--- src/rtl/operand_loader.sv ---
// Keyboard operand loader: parses two decimal operands from ASCII characters.
// It presents the X/Y pair to a downstream adder with a valid/ready handshake.
module operand_loader #(
    parameter int OPW = 5
) (
    input  logic           clk,
    input  logic           rst,
    input  logic [7:0]     char_in,
    input  logic           char_valid,
    output logic           char_ready,
    output logic [OPW-1:0] X,
    output logic [OPW-1:0] Y,
    output logic           opnd_valid,
    input  logic           opnd_ready,
    output logic           err
);

    localparam int AW = OPW + 4;
    localparam logic [AW+3:0] MAX_VAL = {{(8){1'b0}}, {OPW{1'b1}}};

    typedef enum logic [1:0] {
        GET_X   = 2'd0,
        GET_Y   = 2'd1,
        PRESENT = 2'd2
    } state_t;

    typedef enum logic [1:0] {
        CH_DIGIT,
        CH_ENTER,
        CH_OTHER
    } char_class_t;

    state_t          state_q, state_d;
    logic [OPW-1:0]  x_q, x_d;
    logic [OPW-1:0]  y_q, y_d;
    logic [AW-1:0]   acc_q, acc_d;
    logic            dseen_q, dseen_d;
    logic            ovf_q, ovf_d;
    logic            opnd_valid_q, opnd_valid_d;
    logic            err_q, err_d;

    char_class_t     char_class;
    logic [3:0]      digit;
    logic [AW+3:0]   acc_wide;
    logic            accept;
    logic            too_big;

    // Reset forces char_ready low so nothing is consumed on a reset edge.
    assign char_ready = (state_q != PRESENT) && !rst;
    assign accept     = char_valid && char_ready;

    always_comb begin
        char_class = CH_OTHER;
        digit      = char_in[3:0];
        if (char_in >= 8'h30 && char_in <= 8'h39) begin
            char_class = CH_DIGIT;
        end else if (char_in == 8'h0A || char_in == 8'h0D) begin
            char_class = CH_ENTER;
        end
    end

    // acc*10 + digit, computed wide enough that the overflow compare sees every bit.
    always_comb begin
        acc_wide = {1'b0, acc_q, 3'b000} + {3'b000, acc_q, 1'b0} + {{AW{1'b0}}, digit};
        too_big  = (acc_wide > MAX_VAL);
    end

    // NOTE: every signal written here is given a default first, so no path
    // leaves it unassigned and no latch is inferred.
    always_comb begin
        state_d = state_q;
        x_d     = x_q;
        y_d     = y_q;
        acc_d   = acc_q;
        dseen_d = dseen_q;
        ovf_d   = ovf_q;
        err_d   = 1'b0;

        if (accept) begin
            unique case (char_class)
                CH_DIGIT: begin
                    if (!ovf_q) begin
                        acc_d   = acc_wide[AW-1:0];
                        dseen_d = 1'b1;
                        if (too_big) begin
                            ovf_d = 1'b1;
                        end
                    end
                end
                CH_ENTER: begin
                    if (dseen_q) begin
                        acc_d   = '0;
                        dseen_d = 1'b0;
                        ovf_d   = 1'b0;
                        if (ovf_q) begin
                            err_d = 1'b1;
                        end else if (state_q == GET_X) begin
                            x_d     = acc_q[OPW-1:0];
                            state_d = GET_Y;
                        end else begin
                            y_d     = acc_q[OPW-1:0];
                            state_d = PRESENT;
                        end
                    end
                end
                default: begin
                    err_d   = 1'b1;
                    acc_d   = '0;
                    dseen_d = 1'b0;
                    ovf_d   = 1'b0;
                end
            endcase
        end

        if (opnd_valid_q && opnd_ready) begin
            state_d = GET_X;
        end

        opnd_valid_d = (state_d == PRESENT);
    end

    // NOTE: sequential state uses non-blocking assignments so every flop
    // samples its _d value from before the edge, independent of statement order.
    always_ff @(posedge clk) begin
        if (rst) begin
            state_q      <= GET_X;
            x_q          <= '0;
            y_q          <= '0;
            acc_q        <= '0;
            dseen_q      <= 1'b0;
            ovf_q        <= 1'b0;
            opnd_valid_q <= 1'b0;
            err_q        <= 1'b0;
        end else begin
            state_q      <= state_d;
            x_q          <= x_d;
            y_q          <= y_d;
            acc_q        <= acc_d;
            dseen_q      <= dseen_d;
            ovf_q        <= ovf_d;
            opnd_valid_q <= opnd_valid_d;
            err_q        <= err_d;
        end
    end

    assign X          = x_q;
    assign Y          = y_q;
    assign opnd_valid = opnd_valid_q;
    assign err        = err_q;

endmodule

--- config.mk ---
export PLATFORM = sky130hd
export DESIGN_NAME = operand_loader
export DESIGN_NICKNAME = d
export VERILOG_FILES = /design/src/rtl/operand_loader.sv
export SDC_FILE = /design/constraint.sdc
export NUM_CORES = 1
export LEC_CHECK = 0
export ABC_CLOCK_PERIOD_IN_PS = 2400
export CAP_MARGIN = 20
export CORE_ASPECT_RATIO = 0.7
export CORE_MARGIN = 3
export CORE_UTILIZATION = 25
export CTS_CLUSTER_DIAMETER = 150
export DETAILED_ROUTE_END_ITERATION = 8
export PLACE_DENSITY_LB_ADDON = 0.05
export REMOVE_ABC_BUFFERS = 1
export SLEW_MARGIN = 20
export SYNTH_ARGS = -nofsm -noshare
export SYNTH_HDL_FRONTEND = slang
export SYNTH_SLANG_ARGS = --single-unit
--- constraint.sdc ---
create_clock -name clk -period 2.4 [get_ports clk]
set_input_delay 0.48 -clock clk [delete_from_list [all_inputs] [get_ports clk]]
set_output_delay 0.48 -clock clk [all_outputs]
set_load 0.005 [all_outputs]
==> impl_metrics.ini, run 1 <==
[setup_path]
required_ns = 2.55
cp_common_cell = inv_2
r2r_start = acc_q[0]$_SDFFE_PP0P_
path_cells = buf_2, inv_2, fa_1, inv_2, fa_2, a21o_1, a21oi_2, xnor2_2, a2111oi_1, a311oi_1
end_kind = flip-flop
critPathKind = in -> reg
slowest_stage = fa_1
critPathLaunchType = input port
cp.arrival_ns = 2.51
path_max_fanout = 3
setup.worst_path.start = char_in[3]
cp_slowest_stage_delay_ns = 0.55

[synth]
ys_seq_area_share_pct = 32.9
async_flop_share_pct = 0
synth-main-ff-cell = dfxtp_1
synth_enable_flop_cells = 0
synthesis.area_sq_um = 1520
yosysUniqueCellTypes = 39
ys_ff_latch = 25
synth_warnings = 0
syn_avg_cell_area_sq_um = 9.45
synth_cells = 161

[sta]
setup_viol = 0
slew_violations = 0
worst_pin_slew_ns = 0.421
slew_headroom_pct = 71.6
fmax_ghz = 0.423
rsz0062_at_grt = yes
finClkSkew_ns = 0.00796
finalCriticalPeriod_ns = 2.37
fin_crit_sh_pct = 98.6
hold_slack_ns = 0.485
hold_viol = 0

[min_path]
worstHoldStart = state_q[1]$_SDFF_PP0_
hold_path.class = reg -> reg

[place]
io_buffers = 24
placed_cell_area_sq_um = 1990
globalplace.congestion = 0.730
dp.final_hpwl_um = 3160

[global_route]
antenna_found_initial = 0
grt_pass1_vias = 1303
overflow = 0
grt_use_total_pct = 11.6
grt_pass1_wl_um = 6580
grt_max_degree = 17

[pwr]
p_sw_share_pct = 22.8
irDropWorstVdd_uv = 167
power.internal_w = 0.000578
combPwrFrac_pct = 10.3
p_sw_w = 0.000171
leakage_nw = 1.00
seq_power_share_pct = 56.0
pwr-share-clk_pct = 33.7
p_per_area_nw_per_um2 = 354

[detailed_routing]
postRouteAntennaNets = 0
wl_per_cell_um = 13.7
drt_iter0_markers = 58
first_pass_iters = 4
vias = 1336
wl_um = 3850
drcViolationCount = 0
via_per_inst = 4.74

[finish]
area_delta_synth_final_pct = 39.2
design_area_sq_um = 2120
antenna_cells = 0
final_nets = 239
finish.utilization_pct = 36.4
drive_above_1_share_pct = 23.7

[cts]
htreeDepth = 1
cts_made_buffers = 3
cts_root_buf = clkbuf_8
cts.path.max_buffers = 2
path_clk_slew_ns = 0.09
cts_tree = built
clk_latency_ns = 0.27
clock-sinks = 25
cts_hold_buf = 0

[die]
start_util_pct = 26.2
core.rowCount = 23
dieArea_sq_um = 7070
die_height_um = 71.3
die_w_um = 99.2
core_area_sq_um = 5810
ios = 25

[flow_run]
cap_violations = 0

[run_status]
outcome = finished clean
## state kept, by name (all words and copies together) (netlist names)
name,cells
ovf_q,1
state_q,2
X,5
opnd_valid,1
Y,5
acc_q,9
dseen_q,1
err,1
## worst max-delay path: cells and delay by family
family | cells | cell delay (ns)
fa+ha+maj | 2 | 0.88
xor+xnor | 1 | 0.08
buf+inv | 3 | 0.19
compound gates | 4 | 0.88
## cells in the final DEF, fill, tap and decap left out, types with 3 or more instances in the layout
cell,netlist,final
dfxtp_1,25,23
ha_4,0,3
xnor2_1,4,3
buf_4,0,22
nand2_1,5,5
o21ai_0,5,4
clkdlybuf4s50_1,0,21
nor2_1,22,22
inv_1,9,5
ha_1,17,13
mux2i_1,12,12
a22oi_1,8,8
a21o_1,4,4
and3_1,3,3
inv_2,0,4
clkbuf_8,0,3
a21oi_1,10,9
## metal layers
metal	up-vias	GRT usage, %	part of all wire (%)
li1	673	-	-
met1	628	17.0	52
met2	31	17.6	44
met3	4	3.02	3.7
met4	0	1.36	0.26
met5	-	0	0
## metrics by stage
stage          setup TNS [ns]  power, W  cells  setup WS (ns)
5_1_grt                -0.227  0.000786    282         -0.103
6_report                    0  0.000749    282         0.0340
4_1_cts                -0.123  0.000764    282        -0.0842
3_3_place_gp            -4.21  0.000504    277         -0.801
3_5_place_dp            -4.35  0.000505    277         -0.860
2_1_floorplan          -0.433  0.000452    155         -0.188
## layout make-up
| class | count | area [sq um] |
|---|---|---|
| multi-input cells | 121 | 1020 |
| clock buffers | 4 | 45.0 |
| repair buffers | 48 | 420 |
| inverters | 9 | 33.8 |
| fillers | 603 | 3690 |
| flip-flops and latches | 25 | 503 |
| well taps | 75 | 93.8 |
## worst paths after layout
kind	to	slack (ns)	cells after the start
max	ovf_q$_SDFFE_PP0P_	0.03	10
min	state_q[1]$_SDFF_PP0_	0.48	2
max reg2reg	ovf_q$_SDFFE_PP0P_	0.04	9
min reg2reg	state_q[1]$_SDFF_PP0_	0.48	2
## cell usage after synthesis, types with 3 or more instances
cell type	count	area, sq um
and3_1	3	18.8
mux2i_1	12	120
a21o_1	4	30.0
a22oi_1	8	60.1
buf_2	3	15.0
nand2_1	5	18.8
inv_1	9	33.8
nor2_1	22	82.6
o21ai_0	5	25.0
ha_1	17	213
dfxtp_1	25	500
a21oi_1	10	50.1
xnor2_1	4	35.0
## timing repair
| item | CTS | global route |
|---|---|---|
| pin swaps | 16 | 9 |
| setup endpoints to repair | 6 | 4 |
| setup buffers | 1 | 0 |
| gates resized for setup | 25 | 1 |
## power by group through the flow
| stage | clock network [W] | logic (W) | registers (W) |
|---|---|---|---|
| after CTS | 0.000266 | 0.0000781 | 0.000419 |
| after detailed placement | 0 | 0.0000758 | 0.000429 |
| after global routing | 0.000281 | 0.0000853 | 0.000420 |
| final | 0.000252 | 0.0000773 | 0.000419 |
| after global placement | 0 | 0.0000749 | 0.000429 |
| after floorplan | 0 | 0.0000231 | 0.000429 |
## logic make-up (layout without fill, tap and decap cells)
kind of cell | count (synthesis) | count (layout) | share of synthesized area [%]
buffers and inverters | 15 | 61 | 4.44
xor gates and xnor gates | 5 | 5 | 2.88
muxes | 12 | 12 | 7.90
DFF | 25 | 25 | 32.9
adders and majority gates | 19 | 19 | 16.6
and+or+nand+nor | 49 | 49 | 19.1
AOI/OAI and AO/OA | 36 | 36 | 16.2
No activity file was read; power rests on OpenSTA's default activity.
==> run 2, diff against run 1 <==
Settings changed: GPL_ROUTABILITY_DRIVEN from default to 0, TNS_END_PERCENT from default to 10.
==> impl_metrics.ini, run 2 (same netlist as run 1, synthesis figures left out) <==
[global_route]
grt_max_degree = 17
grt_pass1_vias = 1295
grt_pass1_wl_um = 6560
antenna_found_initial = 0
overflow = 0
grt_use_total_pct = 11.5

[setup_path]
r2r_cells = 10
cp.depth = 11
path_max_fanout = 4
end_kind = flip-flop
slowest_stage = fa_1
critPathLaunchType = input port
cp.arrival_ns = 2.51
required_ns = 2.54
path_cells = buf_2, inv_2, fa_1, inv_2, buf_6, ha_4, a21o_1, a211o_1, or3_1, o21ai_1, a311oi_1
critPathKind = in -> reg
worst_path_dominant_cell_family = adder cells
cp_common_cell = inv_2
crit_buf_inv = 4
cp_slowest_stage_delay_ns = 0.55

[finish]
fillers = 607
max_flop_register = acc_q
area_delta_synth_final_pct = 37.7
final_nets = 238
layout_common_cells = dfxtp_1 (23), nor2_1 (22), clkdlybuf4s50_1 (21), buf_4 (21), ha_1 (13)
ff_latch_area_sq_um = 503
antenna_cells = 0
drive_above_1_share_pct = 22.3
multi_input_comb_area_sq_um = 1010
final_cells = 281
mostFrequentLayoutCell = dfxtp_1
largest_reg_flops = 9

[pwr]
p_per_area_nw_per_um2 = 357
irDropWorstVdd_uv = 167
leakage_nw = 0.987
p_total_w = 0.000748

[die]
core.rowCount = 23
ios = 25
die_height_um = 71.3
core_area_sq_um = 5810
die_w_um = 99.2
dieArea_sq_um = 7070
start_util_pct = 26.2

[sta]
finalCriticalPeriod_ns = 2.36
slew_violations = 0
slew_headroom_pct = 72.0
hold_viol = 0
finClkSkew_ns = 0.00660
setup_viol = 0
rsz0062_at_grt = yes
fin_crit_sh_pct = 98.5
fmax_ghz = 0.423
hold_slack_ns = 0.487
worst_pin_slew_ns = 0.416

[detailed_routing]
first_pass_iters = 4
vias = 1320
drcViolationCount = 0
via_per_inst = 4.70
wl_per_cell_um = 13.7
wl_um = 3850
postRouteAntennaNets = 0
drt_iter0_markers = 55

[place]
dp.final_hpwl_um = 3160
dp_cells = 277
io_buffers = 24

[cts]
path_clk_slew_ns = 0.09
clock-sinks = 25
cts.path.max_buffers = 2
postCtsSetupBuffers = 0
clk_latency_ns = 0.27
cts_tree = built
cts_root_buf = clkbuf_8
cts_made_buffers = 3
htreeDepth = 1

[min_path]
hold_path.class = reg -> reg
worstHoldPathCells = 2

[run_status]
outcome = finished clean

[flow_run]
cap_violations = 0
[run 2: cell type report]
type	instances	area share [%]
Multi-Input combinational cell	121	48.1
Sequential cell	25	24.0
Timing Repair Buffer	47	19.7
Tap cell	75	4.48
Clock buffer	4	2.15
Inverter	9	1.61
[run 2: worst reg2reg max path, cell delays in order (launching register included)]
cell,delay [ns]
dfxtp_2,0.34
inv_2,0.04
fa_1,0.52
inv_2,0.05
buf_6,0.11
ha_4,0.20
a21o_1,0.16
a211o_1,0.32
or3_1,0.32
o21ai_1,0.09
a311oi_1,0.10
[run 2: final timing paths]
path	startpoint	to	slack, ns
max reg2reg	acc_q[0]$_SDFFE_PP0P_	ovf_q$_SDFFE_PP0P_	0.04
max	char_in[3]	ovf_q$_SDFFE_PP0P_	0.04
min reg2reg	state_q[1]$_SDFF_PP0_	state_q[1]$_SDFF_PP0_	0.49
min	state_q[1]$_SDFF_PP0_	state_q[1]$_SDFF_PP0_	0.49
[run 2: layer usage]
| metal | share of wire, % | track usage [%] | wire length [um] | vias up |
|---|---|---|---|---|
| li1 | - | - | - | 674 |
| met1 | 52 | 17.0 | 2020 | 621 |
| met2 | 44 | 17.5 | 1700 | 20 |
| met3 | 2.9 | 3.02 | 110 | 5 |
| met4 | 0.49 | 1.36 | 19 | 0 |
| met5 | 0 | 0 | 0 | - |
[run 2: stage by stage]
step                      setup slack, ns  utilization, %  area, sq um  TNS (ns)
after floorplan                    -0.188               -         1490    -0.433
after CTS                         -0.0842            36.1         2100    -0.129
after global placement             -0.801            34.3         1990     -4.21
after detailed placement           -0.860            34.3         1990     -4.35
after global routing               -0.107            36.1         2100    -0.249
final                              0.0355            36.1         2100         0
[run 2: what timing repair did]
item,4_1_cts,5_1_grt
resized for setup,24,0
pin swaps,17,6
setup endpoints to repair,6,4
hold buffers,0,0
[run 2: report_power, final]
part	total (W)	internal [W]	switching [W]
Combinational	0.0000774	0.0000425	0.0000349
Sequential	0.000419	0.000417	0.00000258
Clock	0.000251	0.000119	0.000132
==> run 3, diff against run 2 <==
Settings changed: GPL_TIMING_DRIVEN from default to 0, SETUP_SLACK_MARGIN from default to 0.4.
==> impl_metrics.ini, run 3 (same netlist as run 1, synthesis figures left out) <==
[die]
core.rowCount = 23
ios = 25
core_area_sq_um = 5810
dieArea_sq_um = 7070
die_w_um = 99.2
start_util_pct = 26.2
die_height_um = 71.3

[setup_path]
path_max_fanout = 3
r2r_start = acc_q[2]$_SDFFE_PP0P_
cp.arrival_ns = 2.69
critPathKind = in -> reg
required_ns = 2.62
critPathLaunchType = input port
setup.worst_path.start = char_in[3]
cp_common_cell = a21oi_2
cp_slowest_stage_delay_ns = 0.49
path_cells = clkdlybuf4s15_1, inv_1, fa_1, inv_2, fa_2, a21o_1, a21oi_2, xnor2_2, or3b_1, a21oi_2
slowest_stage = fa_1
end_kind = flip-flop

[detailed_routing]
wl_um = 3890
wl_per_cell_um = 14.8
met1_length_um = 1980
vias = 1247
drcViolationCount = 0
drt_iter0_markers = 36
route.met3.wl_um = 85
via_per_inst = 4.74
postRouteAntennaNets = 0
met2_wirelength_um = 1790
maxUsedRoutingLayer = met4
first_pass_iters = 6

[place]
io_buffers = 24
dp_slack_ns = -0.982
placed_cell_area_sq_um = 1820
dp.final_hpwl_um = 2810
dp_cells = 254

[finish]
final_nets = 220
ff_latch_area_sq_um = 510
drive_above_1_share_pct = 18.1
antenna_cells = 0
area_delta_synth_final_pct = 32.6
design_area_sq_um = 2020
fillers = 603
mostFrequentLayoutCell = nor2_1
layout_common_cells = nor2_1 (22), dfxtp_1 (21), clkdlybuf4s50_1 (20), ha_1 (15), mux2i_1 (12)
final_cells = 263
multi_input_comb_area_sq_um = 1060
max_flop_register = acc_q
largest_reg_flops = 9

[cts]
cts_hold_buf = 0
path_clk_slew_ns = 0.10
clock-sinks = 25
cts_root_buf = clkbuf_8
cts.path.max_buffers = 2
cts_made_buffers = 3
clk_latency_ns = 0.27
cts_tree = built
htreeDepth = 1

[sta]
finClkSkew_ns = 0.00902
fin_ws_ns = -0.0751
setup_viol = 3
rsz0062_at_grt = yes
fmax_ghz = 0.404
fin_crit_sh_pct = 103
worst_pin_slew_ns = 0.601
finalCriticalPeriod_ns = 2.48
hold_viol = 0
slew_headroom_pct = 59.9
slew_violations = 0

[pwr]
p_per_area_nw_per_um2 = 367
irDropWorstVdd_uv = 195
leakage_nw = 0.936

[run_status]
outcome = finished with violations
violations = negative setup slack

[min_path]
hold_path.class = reg -> reg
worstHoldStart = state_q[1]$_SDFF_PP0_

[global_route]
grt_max_degree = 26
grt_use_total_pct = 11.4
grt_pass1_wl_um = 6430
antenna_found_initial = 0
grt_pass1_vias = 1331
overflow = 0

[flow_run]
cap_violations = 0
==> run 3: layer usage <==
metal / vias to the layer above / track usage [%]
met4: 0 / 2.58
met3: 4 / 2.63
met2: 15 / 18.9
met1: 593 / 15.3
met5: - / 0
li1: 635 / -
==> run 3: area by class of cell <==
class | instances | area share [%]
Sequential cell | 25 | 25.3
Timing Repair Buffer | 29 | 13.5
Clock buffer | 3 | 2.05
Clock inverter | 1 | 0.248
Tap cell | 75 | 4.65
Inverter | 9 | 1.67
Multi-Input combinational cell | 121 | 52.5
==> run 3: report_power, final <==
part / switching, W / internal [W]
registers: 0.00000324 / 0.000415
logic: 0.0000325 / 0.0000315
clock network: 0.000141 / 0.000116
==> run 3: worst paths after layout <==
| path | to | slack [ns] | depth (start not counted) |
|---|---|---|---|
| hold reg to reg | state_q[1]$_SDFF_PP0_ | 0.49 | 2 |
| setup / recovery | acc_q[6]$_SDFFE_PP0P_ | -0.08 | 10 |
| hold / removal | state_q[1]$_SDFF_PP0_ | 0.49 | 2 |
| setup reg to reg | acc_q[6]$_SDFFE_PP0P_ | -0.08 | 9 |
==> run 3: repair_timing <==
item | in CTS | in global routing
buffers inserted | 5 | 0
endpoints found under the setup margin | 26 | 21
pin swaps | 13 | 4
resized for setup | 29 | 7
==> run 3: stage by stage <==
stage	utilization, %	total power, W	hold WS (ns)	setup TNS, ns
2_1_floorplan	-	0.000452	0.446	-0.433
3_3_place_gp	31.3	0.000490	0.470	-14.09
3_5_place_dp	31.3	0.000491	0.474	-14.79
4_1_cts	34.1	0.000751	0.489	-0.0762
5_1_grt	34.7	0.000773	0.536	-0.888
6_report	34.7	0.000739	0.491	-0.154
==> run 3: critical path, delay by kind of cell <==
family          cells  cell delay [ns]
simple gates        1             0.39
buf+inv             3             0.28
xor+xnor            1             0.17
compound gates      3             0.54
fa+ha+maj           2             0.84
